### config.mk
export PLATFORM = sky130hd
export DESIGN_NAME = serial_addsub
export DESIGN_NICKNAME = d
export VERILOG_FILES = /design/src/rtl/serial_addsub_pkg.sv /design/src/rtl/serial_addsub_chunk.sv /design/src/rtl/serial_addsub.sv
export SDC_FILE = /design/constraint.sdc
export NUM_CORES = 1
export LEC_CHECK = 0
export ABC_AREA = 1
export BUFFER_PORTS_ARGS = -buffer_cell sky130_fd_sc_hd__buf_2
export CORE_UTILIZATION = 40
export CTS_CLUSTER_SIZE = 40
export DETAILED_ROUTE_END_ITERATION = 8
export GPL_TIMING_DRIVEN = 1
export HOLD_SLACK_MARGIN = 0.05
export PLACE_DENSITY = 0.63
export SKIP_LAST_GASP = 1
export SYNTH_ARGS = -nofsm -noshare
export SYNTH_HDL_FRONTEND = slang
export SYNTH_HIERARCHICAL = 1
export SYNTH_SLANG_ARGS = --single-unit
export TNS_END_PERCENT = 30
### constraint.sdc
create_clock -name clk -period 3.7 [get_ports clk]
set_input_delay 0.555 -clock clk [delete_from_list [all_inputs] [get_ports clk]]
set_output_delay 0.555 -clock clk [all_outputs]
set_load 0.1 [all_outputs]
### src/rtl/serial_addsub_pkg.sv
// serial_addsub_pkg: shared types and sizing helpers for the serial add/sub unit.
//   state_t      - controller states (IDLE, RUN, DONE)
//   nchunk()     - number of CHUNK-bit slices in a WIDTH-bit operand
//   cnt_width()  - width of the chunk index counter, never below 1 bit
package serial_addsub_pkg;

    typedef enum logic [1:0] {
        IDLE = 2'd0,
        RUN  = 2'd1,
        DONE = 2'd2
    } state_t;

    function automatic int nchunk(input int width, input int chunk);
        return width / chunk;
    endfunction

    function automatic int cnt_width(input int n);
        return (n <= 1) ? 1 : $clog2(n);
    endfunction

endpackage

### src/rtl/serial_addsub_chunk.sv
// addsub_chunk: combinational CHUNK-bit ripple-carry adder slice.
//   a, b      - CHUNK-bit addends
//   cin       - carry into bit 0
//   s         - CHUNK-bit sum
//   cout      - carry out of the top bit
//   c_msb_in  - carry into the top bit (signed overflow = c_msb_in ^ cout)
module addsub_chunk #(
    parameter int CHUNK = 4
) (
    input  logic [CHUNK-1:0] a,
    input  logic [CHUNK-1:0] b,
    input  logic             cin,
    output logic [CHUNK-1:0] s,
    output logic             cout,
    output logic             c_msb_in
);

    logic c;

    always_comb begin
        c        = cin;
        c_msb_in = 1'b0;
        s        = '0;
        for (int unsigned i = 0; i < CHUNK; i++) begin
            if (i == CHUNK - 1) begin
                c_msb_in = c;
            end
            s[i] = a[i] ^ b[i] ^ c;
            c    = (a[i] & b[i]) | (a[i] & c) | (b[i] & c);
        end
        cout = c;
    end

endmodule

### src/rtl/serial_addsub.sv
// serial_addsub: multi-cycle two's-complement add/subtract unit.
// CHUNK bits are added per clock, so a WIDTH-bit operation takes WIDTH/CHUNK
// RUN cycles followed by a single DONE cycle.
//   clk, rst  - rising-edge clock, asynchronous active-high reset
//   start     - request, accepted only while ready=1
//   sub       - 0: X+Y, 1: X-Y (sampled with start)
//   acc       - 1: use current z as X instead of x (sampled with start)
//   x, y      - WIDTH-bit operands
//   ready     - high in IDLE
//   done      - one-cycle pulse when z and flags are updated
//   z         - registered result, held until the next done
//   carry     - carry out of the MSB (for sub: 1 = no borrow)
//   overflow  - signed overflow
//   zero      - z == 0
module serial_addsub
    import serial_addsub_pkg::*;
#(
    parameter int WIDTH = 16,
    parameter int CHUNK = 4
) (
    input  logic             clk,
    input  logic             rst,
    input  logic             start,
    input  logic             sub,
    input  logic             acc,
    input  logic [WIDTH-1:0] x,
    input  logic [WIDTH-1:0] y,
    output logic             ready,
    output logic             done,
    output logic [WIDTH-1:0] z,
    output logic             carry,
    output logic             overflow,
    output logic             zero
);

    localparam int NCHUNK = nchunk(WIDTH, CHUNK);
    localparam int KW     = cnt_width(NCHUNK);

    if (WIDTH < 2 || CHUNK < 1 || (WIDTH % CHUNK) != 0) begin : g_bad_params
        $error("serial_addsub: WIDTH must be >= 2 and CHUNK >= 1 must divide WIDTH");
    end

    state_t           state, state_n;
    logic [WIDTH-1:0] opa, opb;
    logic [WIDTH-1:0] part, part_n;
    logic [KW-1:0]    k;
    logic             rc;
    logic             last;

    logic [CHUNK-1:0] a_ch, b_ch, s_ch;
    logic             cout_ch, cmsb_ch;

    assign last = (k == KW'(NCHUNK - 1));

    always_comb begin
        a_ch = opa[int'(k)*CHUNK +: CHUNK];
        b_ch = opb[int'(k)*CHUNK +: CHUNK];
    end

    addsub_chunk #(.CHUNK(CHUNK)) u_chunk (
        .a        (a_ch),
        .b        (b_ch),
        .cin      (rc),
        .s        (s_ch),
        .cout     (cout_ch),
        .c_msb_in (cmsb_ch)
    );

    // Partial result with the current chunk merged in; on the last chunk this
    // is the complete result, so z/zero can be loaded on the same edge.
    always_comb begin
        part_n = part;
        part_n[int'(k)*CHUNK +: CHUNK] = s_ch;
    end

    always_ff @(posedge clk or posedge rst) begin
        if (rst) begin
            state <= IDLE;
        end else begin
            state <= state_n;
        end
    end

    always_comb begin
        state_n = state;
        case (state)
            IDLE:    if (start) state_n = RUN;
            RUN:     if (last)  state_n = DONE;
            DONE:    state_n = IDLE;
            default: state_n = IDLE;
        endcase
    end

    always_comb begin
        ready = (state == IDLE);
        done  = (state == DONE);
    end

    always_ff @(posedge clk or posedge rst) begin
        if (rst) begin
            opa      <= '0;
            opb      <= '0;
            part     <= '0;
            k        <= '0;
            rc       <= 1'b0;
            z        <= '0;
            carry    <= 1'b0;
            overflow <= 1'b0;
            zero     <= 1'b0;
        end else begin
            case (state)
                IDLE: begin
                    if (start) begin
                        opa  <= acc ? z : x;
                        // Subtraction as X + ~Y + 1, the +1 entering as carry-in.
                        opb  <= sub ? ~y : y;
                        rc   <= sub;
                        k    <= '0;
                        part <= '0;
                    end
                end
                RUN: begin
                    part <= part_n;
                    rc   <= cout_ch;
                    if (last) begin
                        k        <= '0;
                        z        <= part_n;
                        carry    <= cout_ch;
                        overflow <= cmsb_ch ^ cout_ch;
                        zero     <= (part_n == '0);
                    end else begin
                        k <= k + 1'b1;
                    end
                end
                default: ;
            endcase
        end
    end

endmodule

Yosys cells after proc, flatten, opt, wreduce, memory -nomap -nowiden
Index checks and enable logic that the tools add are counted.
{"block": "classes", "add_sub_neg": 2, "eq_ne": 5, "shift": 4, "mux": 13, "bitwise_logic": 30, "reduce_logical": 7}
{"cell": "2-to-1 mux 16 bit", "count": 3}
{"cell": "negator 4 -> 33 bit", "count": 1}
{"cell": "variable shift 4 x 33 -> 16 bit (first input constant)", "count": 1}
{"cell": "variable part select 4 x 33 -> 16 bit", "count": 1}
{"cell": "case mux 16 bit (2 select lines)", "count": 1}
{"cell": "variable part select 16 x 5 -> 4 bit", "count": 2}
{"cell": "bitwise mux 16 bit", "count": 1}
{"cell": "zero test 16 bit", "count": 1}
{"cell": "NOT 16 bit", "count": 1}
{"cell": "bitwise AND 1 bit", "count": 12}
{"cell": "XOR 1 bit", "count": 9}
{"cell": "2-to-1 mux 2 bit", "count": 4}
{"cell": "bitwise OR 1 bit", "count": 8}
{"cell": "case mux 2 bit (2 select lines)", "count": 2}
{"cell": "AND reduction 2 bit", "count": 4}
{"cell": "== test 2 bit (second input constant)", "count": 2}
{"cell": "!= test 2 bit (second input constant)", "count": 2}
{"cell": "adder 2 x 1 -> 2 bit (second input constant)", "count": 1}
{"cell": "== test 2 x 1 -> 1 bit (second input constant)", "count": 1}
{"cell": "zero test 2 bit", "count": 1}
{"cell": "case mux 1 bit (2 select lines)", "count": 1}
{"cell": "nonzero test 2 bit", "count": 1}
{"cell": "2-to-1 mux 1 bit", "count": 1}
{"block": "word_totals", "register_bits": 72, "inputBits": 37, "output_inout_bits": 21, "word_cells": 71}

Logic depth before layout (Yosys ltp)
{"block": "depth", "word_depth": 14, "mapped_depth": 23, "depth_no_buf": 20}

Cells and area by module
The synthesis kept the hierarchy.
{"mod": "serial_addsub", "n_inst": 1, "cells_per_inst": 458, "area_per_inst_um2": 3722.3}
{"mod": "addsub_chunk", "n_inst": 1, "cells_per_inst": 14, "area_per_inst_um2": 117.6}

Worst setup path before layout
OpenSTA, ideal clock, no wires.
{"block": "synth_path", "kind": "reg2reg", "start": "register k[0]", "end": "register zero", "setup_time_ps": 120, "arrival_ps": 3138, "t_required_ps": 3580, "path_slack_ps": 442, "stages_incl_launch_ff": 22, "n_path_buf": 3, "period_less_slack_ps": 3258, "cell_sequence": "dfrtp_1 -> buf_6 -> buf_4 -> inv_2 -> buf_4 -> nor2_1 -> o22ai_1 -> inv_1 -> fa_1 -> inv_1 -> fa_1 -> fa_1 -> inv_1 -> fa_1 -> inv_1 -> nand3_1 -> o21ai_1 -> nor2_1 -> nand2_1 -> nor2_1 -> nand2_1 -> nand2_1"}
{"block": "synth_via", "elab_chain_len": 14}
{"item": "start, declared", "line_no": "serial_addsub.sv:46", "source": "logic [KW-1:0] k;"}
{"item": "start signal, assigned", "line_no": "serial_addsub.sv:132", "source": "k <= k + 1'b1;"}
{"item": "variable part select 16 x 5 -> 4 bit (*)", "line_no": "serial_addsub.sv:56", "source": "a_ch = opa[int'(k)*CHUNK +: CHUNK];"}
{"item": "net a_ch[0]", "line_no": "serial_addsub.sv:50", "source": "logic [CHUNK-1:0] a_ch, b_ch, s_ch;"}
{"item": "bitwise AND 1 bit", "line_no": "serial_addsub_chunk.sv:29", "source": "c = (a[i] & b[i]) | (a[i] & c) | (b[i] & c);"}
{"item": "bitwise OR 1 bit (*) (2 in a row)", "line_no": "serial_addsub_chunk.sv:29"}
{"item": "bitwise AND 1 bit", "line_no": "serial_addsub_chunk.sv:29"}
{"item": "bitwise OR 1 bit", "line_no": "serial_addsub_chunk.sv:29"}
{"item": "bitwise OR 1 bit (*)", "line_no": "serial_addsub_chunk.sv:29"}
{"item": "bitwise AND 1 bit", "line_no": "serial_addsub_chunk.sv:29"}
{"item": "bitwise OR 1 bit", "line_no": "serial_addsub_chunk.sv:29"}
{"item": "bitwise OR 1 bit (*)", "line_no": "serial_addsub_chunk.sv:29"}
{"item": "net cmsb_ch", "line_no": "serial_addsub.sv:51", "source": "logic cout_ch, cmsb_ch;"}
{"item": "XOR 1 bit (*)", "line_no": "serial_addsub_chunk.sv:28", "source": "s[i] = a[i] ^ b[i] ^ c;"}
{"item": "net s_ch[3]", "line_no": "serial_addsub.sv:50"}
{"item": "variable part select 4 x 33 -> 16 bit (*)", "line_no": "serial_addsub.sv:73", "source": "part_n[int'(k)*CHUNK +: CHUNK] = s_ch;"}
{"item": "bitwise mux 16 bit (*)", "line_no": "serial_addsub.sv:73"}
{"item": "zero test 16 bit (*)", "line_no": "serial_addsub.sv:130", "source": "zero <= (part_n == '0);"}
{"item": "end signal, assigned", "line_no": "serial_addsub.sv:130"}
{"item": "end, declared", "line_no": "serial_addsub.sv:33", "source": "output logic zero"}
Mark *: on every way through the listed nets, which the timed path passes. The rest lies on a longest branch.
A chain may end at the register's enable or synchronous reset.

Final worst setup path
Same ends and word-level chain as after synthesis.

==> results.txt <==
post-synthesis sequential element count = 72
YS warnings = 6
1st-pass router iterations = 4
f_max = 303.7 MHz
number of synthesized flops with an enable pin = 0
Commonest cells post-synth = 116 x nand2_1, 72 x dfrtp_1, 46 x inv_1, 46 x o21ai_0, 39 x o21ai_1
core area = 0.009284 mm2
post-CTS sizing = 0
Most used DFF post-synth = dfrtp_1
DR iter-0 viols = 293
antenna viol nets, final = 0
Inserted Clock Buffers = 9
Worst Skew = 0.01166 ns
syn_nets = 519
Worst Path Arrival = 3.53 ns
Worst slew margin = 29.10%
RSZ-0062 raised after global routing = no
Final setup viols = 0
Sink Count = 72
Total GRT Usage = 19.30%
post-CTS setup buffer count = 0
Syn-to-layout area delta = 14.40%
final setup TNS = 0 ns
Slew @ Worst Pin = 1.060 ns
largest net degree at the start of global routing = 65
antenna violations before repair = 0
DRC = 0
outcome = complete, no violations
vias per inst = 4.799
die span in x = 99.98 um
DPL Wire Length = 6567 um
fin crit share = 89.00%
pins over their slew limit = 0
post-synth top area share = 46.92%
Max clock buf depth = 2
hold_buf cts = 0
gp weighted congestion = 0.8897
FFs w/ async S/R, synth = 100.0%
Final Hold Viols = 0
ant diodes = 0
FP Rows = 35
Mapped Cells = 472
Crit Path Class = flip-flop to flip-flop
final net count = 569
maxcap violations = 0
VDD IR max = 0.0004876 V
Post-Synthesis Cell Area = 0.003840 mm2
Power Density = 1045 mW/mm2
Yosys top cell by area = dfrtp_1
Vert. Die Dim = 99.98 um
crit path launch type = flip-flop
CTS clk-pin slew, worst paths = 0.08 ns
WP data required = 3.94 ns
CP Max Fanout = 18
post-synthesis sequential area ratio = 46.92%
DP Worst Slack = 0.4401 ns
grt total ovfl = 0
share of cells above drive strength 1 = 19.92%
clock latency at the later pin of the worst-skew pair = 0.34 ns
leakage power = 2.193 nW
DRT Wirelength = 8956 um
critical path capture point type = flip-flop
vias in the first global route = 3026
htree depth = 3
Synth area leaders = dfrtp_1 47%, nand2_1 11%, o21ai_0 6.0%
Port Buf Inserts = 57
via count = 3148
initial core utilization = 41.36%
syn_area_per_cell = 8.135 um2
DR WL/cell = 13.65 um
CTS tree = yes
Reg2Reg Setup Slack = 0.41 ns
count leader, synth = nand2_1
root buf cell = clkbuf_8
Hold Path Class = input pin to async pin
crit path time final = 3.293 ns
post-layout util = 47.32%
die area = 0.009996 mm2
# IOs = 58
final setup margin = 0.4072 ns
Synth cell types = 29
first-pass GRT wire length = 15080 um
[through the flow]
step	std cells	hold WS (ns)	power [W]	cell area, um2
detailed placement	640	0.4740	0.003960	4197
finish	656	0.3731	0.004590	4393
CTS	656	0.4054	0.004599	4393
global route	656	0.4538	0.004976	4393
global placement	640	0.4522	0.003937	4197
floorplan	472	0.4535	0.003432	3840
[per-layer routing]
metal / wire (um) / up-vias / track usage (%)
met2: 3913 / 75 / 29.60
li1: - / 1609 / -
met4: 136 / 0 / 5.351
met1: 4465 / 1453 / 27.91
met3: 440 / 11 / 3.830
met5: 0 / - / 0
[final timing paths]
| kind | cells past startpoint | startpoint | endpoint |
|---|---|---|---|
| max | 18 | k[0]$_DFFE_PP0P_ | zero$_DFFE_PP0P_ |
| min | 2 | rst | opb[4]$_DFFE_PP0P_ |
| max reg2reg | 18 | k[0]$_DFFE_PP0P_ | zero$_DFFE_PP0P_ |
| min reg2reg | 2 | carry$_DFFE_PP0P_ | carry$_DFFE_PP0P_ |
| max in group asynchronous | 3 | rst | opb[11]$_DFFE_PP0P_ |
| min in group clk | 3 | y[3] | opb[3]$_DFFE_PP0P_ |
[worst max-delay path: stages, from the launching register on]
cell and delay [ns]:
dfrtp_1 0.39, buf_4 0.20, o21ai_0 0.19, o22ai_1 0.10, inv_1 0.08, fa_1 0.17, inv_1 0.05, fa_1 0.37
fa_1 0.42, inv_1 0.10, fa_1 0.41, inv_1 0.11, nand3_1 0.13, o21ai_1 0.21, nor2_1 0.06, nand2_1 0.07
nor2_1 0.05, nand2_1 0.05, nand2_1 0.04
[kinds of logic (layout without fill, tap and decap cells)]
group | count (synthesis) | in the layout | share of synthesized area [%]
and+or+nand+nor | 190 | 190 | 21.64
AOI/OAI and AO/OA | 106 | 106 | 14.76
buffers and inverters | 77 | 132 | 8.765
DFF | 72 | 72 | 46.92
xor gates and xnor gates | 17 | 17 | 3.877
adders and majority gates | 10 | 10 | 4.040
[cell type report]
| cell class | count | area (um2) |
|---|---|---|
| Timing Repair Buffer | 63 | 330.3 |
| Sequential cell | 72 | 1802 |
| Inverter | 53 | 201.4 |
| Clock inverter | 6 | 58.81 |
| Tap cell | 129 | 161.4 |
| Clock buffer | 10 | 137.6 |
| Fill cell | 956 | 4891 |
| Multi-Input combinational cell | 323 | 1702 |
[sequential cells by signal (all words and copies together) (netlist names)]
register,cells
rc,1
opa,16
overflow,1
part,16
z,16
state,2
k,2
carry,1
zero,1
opb,16
[power breakdown]
part           internal, W  switching, W  leakage (nW)
Clock             0.000326      0.000293         0.106
Sequential         0.00111      0.000211         0.936
Combinational     0.000739       0.00191          1.15
Total              0.00218       0.00241          2.19
[layout by cell type, fill, tap and decap left out]
cell type / synthesis / routed
clkinv_4: 0 / 1
nand3_1: 23 / 23
clkbuf_8: 0 / 10
nand2_2: 3 / 3
clkinv_1: 1 / 1
inv_4: 1 / 1
clkinv_2: 0 / 4
nand3_4: 1 / 1
xnor2_1: 17 / 17
nand2_1: 116 / 116
o21ai_2: 1 / 1
buf_4: 5 / 6
a21oi_1: 1 / 1
o22ai_1: 15 / 15
dfrtp_1: 72 / 72
inv_2: 5 / 6
nand3_2: 2 / 2
ha_1: 6 / 6
fa_1: 4 / 4
nor2_2: 4 / 4
a21oi_2: 2 / 2
o21a_1: 1 / 1
o21ai_1: 39 / 39
nor2_1: 35 / 35
buf_2: 9 / 57
bufinv_16: 0 / 1
nor2_4: 6 / 6
a31o_1: 1 / 1
o21ai_0: 46 / 46
inv_1: 46 / 45
Power figures use the tool's default switching activity.
